===== config.mk =====
export PLATFORM = sky130hd
export DESIGN_NAME = mem_hazard_ctrl
export DESIGN_NICKNAME = d
export VERILOG_FILES = /design/src/rtl/mem_hazard_ctrl.sv
export SDC_FILE = /design/constraint.sdc
export NUM_CORES = 1
export LEC_CHECK = 0
export BUFFER_PORTS_ARGS = -buffer_cell sky130_fd_sc_hd__clkbuf_2
export CORE_MARGIN = 5
export CORE_UTILIZATION = 53
export DETAILED_ROUTE_END_ITERATION = 7
export HOLD_SLACK_MARGIN = 0.02
export PLACE_DENSITY_LB_ADDON = 0.08
export SETUP_SLACK_MARGIN = 0.2
export SYNTH_ARGS = -nofsm -noshare
export SYNTH_HDL_FRONTEND = slang
export SYNTH_SLANG_ARGS = --single-unit

===== constraint.sdc =====
create_clock -name clk -period 2.7 [get_ports clk]
set_input_delay 0 -clock clk [delete_from_list [all_inputs] [get_ports clk]]
set_output_delay 0 -clock clk [all_outputs]
set_load 0.02 [all_outputs]

===== src/rtl/mem_hazard_ctrl.sv =====
// Pipeline sequencing: load-use interlock in ID plus req/ack handshake for the EX/MEM data access.
// Mem stall lasts 1 + ACCESS cycles and beats load-use; a missing ack aborts after TIMEOUT cycles.
module mem_hazard_ctrl #(
  parameter int TIMEOUT = 255,
  parameter int CNT_W   = 8
) (
  input  logic             clk,
  input  logic             rst,
  input  logic [4:0]       id_rs,
  input  logic [4:0]       id_rt,
  input  logic [4:0]       ex_rt,
  input  logic             ex_mem_read,
  input  logic             mem_read,
  input  logic             mem_write,
  input  logic             mem_ack,
  output logic             dmem_req,
  output logic             pc_write,
  output logic             ifid_write,
  output logic             idex_write,
  output logic             idex_bubble,
  output logic             exmem_hold,
  output logic             memwb_bubble,
  output logic [CNT_W-1:0] stall_count,
  output logic             timeout_err
);

  typedef enum logic [1:0] {IDLE, ACCESS, DONE, ERR} state_t;

  state_t           state;
  logic [CNT_W-1:0] wait_cnt;
  logic             mem_op;
  logic             mem_stall;
  logic             load_use;
  logic             wait_last;

  assign mem_op    = mem_read | mem_write;
  assign mem_stall = ((state == IDLE) && mem_op) || (state == ACCESS);
  assign load_use  = ex_mem_read && (ex_rt != 5'd0) &&
                     ((ex_rt == id_rs) || (ex_rt == id_rt));
  assign wait_last = (wait_cnt == CNT_W'(TIMEOUT - 1));

  // The memory stall freezes everything up to EX/MEM, so it must win over the load-use bubble.
  assign pc_write     = !(mem_stall || load_use);
  assign ifid_write   = !(mem_stall || load_use);
  assign idex_write   = !mem_stall;
  assign idex_bubble  = load_use && !mem_stall;
  assign exmem_hold   = mem_stall;
  assign memwb_bubble = mem_stall || (state == ERR);

  always_ff @(posedge clk or posedge rst) begin
    if (rst) begin
      state       <= IDLE;
      wait_cnt    <= '0;
      stall_count <= '0;
      timeout_err <= 1'b0;
      dmem_req    <= 1'b0;
    end else begin
      if ((mem_stall || load_use) && (stall_count != {CNT_W{1'b1}}))
        stall_count <= stall_count + 1'b1;

      case (state)
        IDLE: begin
          if (mem_op) begin
            state    <= ACCESS;
            wait_cnt <= '0;
            dmem_req <= 1'b1;
          end
        end
        ACCESS: begin
          wait_cnt <= wait_cnt + 1'b1;
          // An ack arriving on the final allowed cycle still completes the access.
          if (mem_ack) begin
            state    <= DONE;
            dmem_req <= 1'b0;
          end else if (wait_last) begin
            state    <= ERR;
            dmem_req <= 1'b0;
          end
        end
        DONE: state <= IDLE;
        ERR: begin
          timeout_err <= 1'b1;
          state       <= IDLE;
        end
        default: begin
          state    <= IDLE;
          dmem_req <= 1'b0;
        end
      endcase
    end
  end

endmodule


==> impl_metrics.yaml <==
outcome:
  status: "completed"
hold_path:
  min_to: "wait_cnt[2]"
  hp-start: "mem_read"
  hold_path_class: "in -> reg"
  min_path_cells: 4
grt:
  globalRouteOverflowTotal: 0
  grt_max_degree: 21
  grt_pass1_wl_um: 3970
  antenna_found_initial: 0
  grt_pass1_vias: 950
  grt_use_total: 0.154
sta:
  fin_crit_sh: 0.667
  max_slew_margin: 0.406
  whs_ns: 0.237
  hold_viol_final: 0
  fmax_mhz: 555
  tns_ns: 0
  rsz0062_at_grt: "no"
  setup_viol: 0
  fin_crit_ns: 1.80
  slew_viol_final: 0
  tightestPinTransition_ns: 0.884
  fin_skew_ns: 0.00880
  fin_ws_ns: 0.899
synth:
  postSynthAreaPerCell_sq_um: 9.95
  synth_edf_count: 0
  ys_seq_area_frac: 0.453
  netlist_area_sq_um: 1100
  syn-instance-count: 111
  synthArstFlopShare: 1.00
  synth_compound_area_frac: 0.0985
  yosys.area_share.adder: 0.0340
  yosys.area_share.simple: 0.213
  muxShareOfSynthArea: 0.0238
  synth_warnings: 0
  synth_cell_types: 32
  yosysTopAreaCellShare: 0.453
  synth_ff_type: "dfrtp_1"
  synth.most_common_cell: "dfrtp_1"
  synthTopCellsByCount: "dfrtp_1 (20), nand2_1 (11), xnor2_1 (10), nor2_1 (9), xor2_1 (9)"
  yosys.area_share.xor_xnor: 0.151
  synth.area.top_cells: "dfrtp_1 (45%), xnor2_1 (7.9%), xor2_1 (7.1%), nand2_1 (3.7%), ha_1 (3.4%)"
  synth_nets: 135
  synth_seq_cells: 20
  synth_top_area_cell: "dfrtp_1"
  synth_top_family_by_area: "simple AND/OR/NAND/NOR gates"
finish:
  area_growth_syn_to_layout_pct: 24.2
  drive_above_1_share: 0.305
  final_util: 0.693
  nets: 176
  diodes: 0
  instances_no_fill: 178
  fill_cells: 159
detailed_routing:
  drt_iter0_markers: 7
  wire_per_inst_um: 12.2
  wirelength_um: 2170
  drc: 0
  vias: 919
  first_pass_iters: 2
  antenna_left: 0
  viasPerCell: 5.16
pwr:
  p_leak_nw: 0.652
  power.density_nw_per_um2: 999
  ir_worst_vdd_mv: 0.862
place:
  place_ws_ns: 0.851
  hpwl_um: 1780
  dp_cells: 172
  globalplace.congestion: 0.730
  port_buffers: 36
floorplan:
  dieHeight_um: 55.7
  die_x_um: 55.7
  ios: 37
  coreArea_sq_um: 1980
  die_area_sq_um: 3100
  initial_core_util: 0.557
  fp-row-count: 16
setup_path:
  slowest_stage: "dfrtp_1"
  path_buf_inv: 1
  r2r-start: "state[0]"
  ff2ff_setup_slack_ns: 0.91
  required_ns: 2.70
  critPathLaunchType: "register"
  cp.arrival_ns: 1.80
  rr_worst_depth: 5
  cp_max_fo: 12
  end_kind: "primary output"
  path_cells: "nor3_1 -> nor2_2 -> a21oi_2 -> clkbuf_2"
  crit_type: "reg -> out"
  r2r_end: "stall_count[1]"
  cp_slowest_stage_delay_ns: 0.44
  worst_path_dominant_cell_family: "flip-flops"
clock_network:
  cts_tree: "built"
  cts_buffers: 3
  postCtsSetupBuffers: 0
  clock_sinks: 20
  htreeDepth: 1
  insertion_delay_ns: 0.30
  clkTransAtPathRegs_ns: 0.12
  cts_resized: 0
  ctsLongestPathBuffers: 2
  cts_root_buffer: "clkbuf_4"
flow_run:
  cap_violations: 0
-- layout make-up --
class                   instances  area (sq um)  area share
clock buffers                   3          22.5      0.0164
well taps                      27          33.8      0.0246
multi-input cells              86           574       0.418
clock inverters                 1          30.0      0.0219
repair buffers                 38           200       0.146
flip-flops and latches         20           500       0.365
inverters                       3          11.3     0.00820
-- report_power, final --
| group | switching [mW] | internal [mW] |
|---|---|---|
| registers | 0.119 | 0.400 |
| logic | 0.372 | 0.240 |
| clock network | 0.0903 | 0.150 |
-- worst min-delay path, stage by stage --
cell and delay, ns:
clkbuf_2 0.09, nor2_1 0.13, nor3_1 0.16, nor2_1 0.13
-- metal layers --
| layer | track usage | up-vias | part of all wire |
|---|---|---|---|
| li1 | - | 469 | - |
| met1 | 0.189 | 425 | 0.46 |
| met2 | 0.264 | 25 | 0.48 |
| met3 | 0.0487 | 0 | 0.060 |
| met4 | 0.0313 | 0 | 0 |
| met5 | 0 | - | 0 |
-- cell usage in the layout (no fill, tap or decap), types with 4 or more instances in the layout --
cell,n
nand2_1,11
dfrtp_1,20
nand3_1,5
nor2_1,9
xnor2_1,10
xor2_1,9
nand4_1,5
nor3_1,4
clkbuf_2,36
-- metrics by stage --
step | cell area, sq um | power [mW]
CTS | 1370 | 1.39
global placement | 1300 | 1.11
floorplan | 1100 | 0.957
global route | 1370 | 1.48
finish | 1370 | 1.37
detailed placement | 1300 | 1.14
-- how the worst max path moves through the flow --
| stage | startpoint | endpoint | slack (ns) | cells past startpoint |
|---|---|---|---|---|
| finish | state[0] | ifid_write | 0.90 | 4 |
| global route | state[0] | ifid_write | 0.68 | 4 |
| CTS | state[0] | ifid_write | 0.88 | 4 |
| detailed placement | ex_rt[1] | stall_count[1] | 0.85 | 6 |
| global placement | ex_rt[1] | stall_count[1] | 0.90 | 6 |
| floorplan | stall_count[0] | stall_count[1] | 1.03 | 5 |
-- logic make-up after synthesis --
family,after synthesis
buffers and inverters,5
DFF,20
AOI/OAI and AO/OA,15
adders and majority gates,3
xor gates and xnor gates,19
muxes,2
and+or+nand+nor,47
-- what timing repair did --
action	in CTS	in global routing
hold endpoints to repair	22	0
endpoints found under the setup margin	0	0
hold buffers	2	0
-- sequential cells by signal (all words and copies together), names as in the netlist --
| signal | count |
|---|---|
| stall_count | 8 |
| wait_cnt | 8 |
| dmem_req | 1 |
| timeout_err | 1 |
| state | 2 |
(Power assumes the default switching activity.)
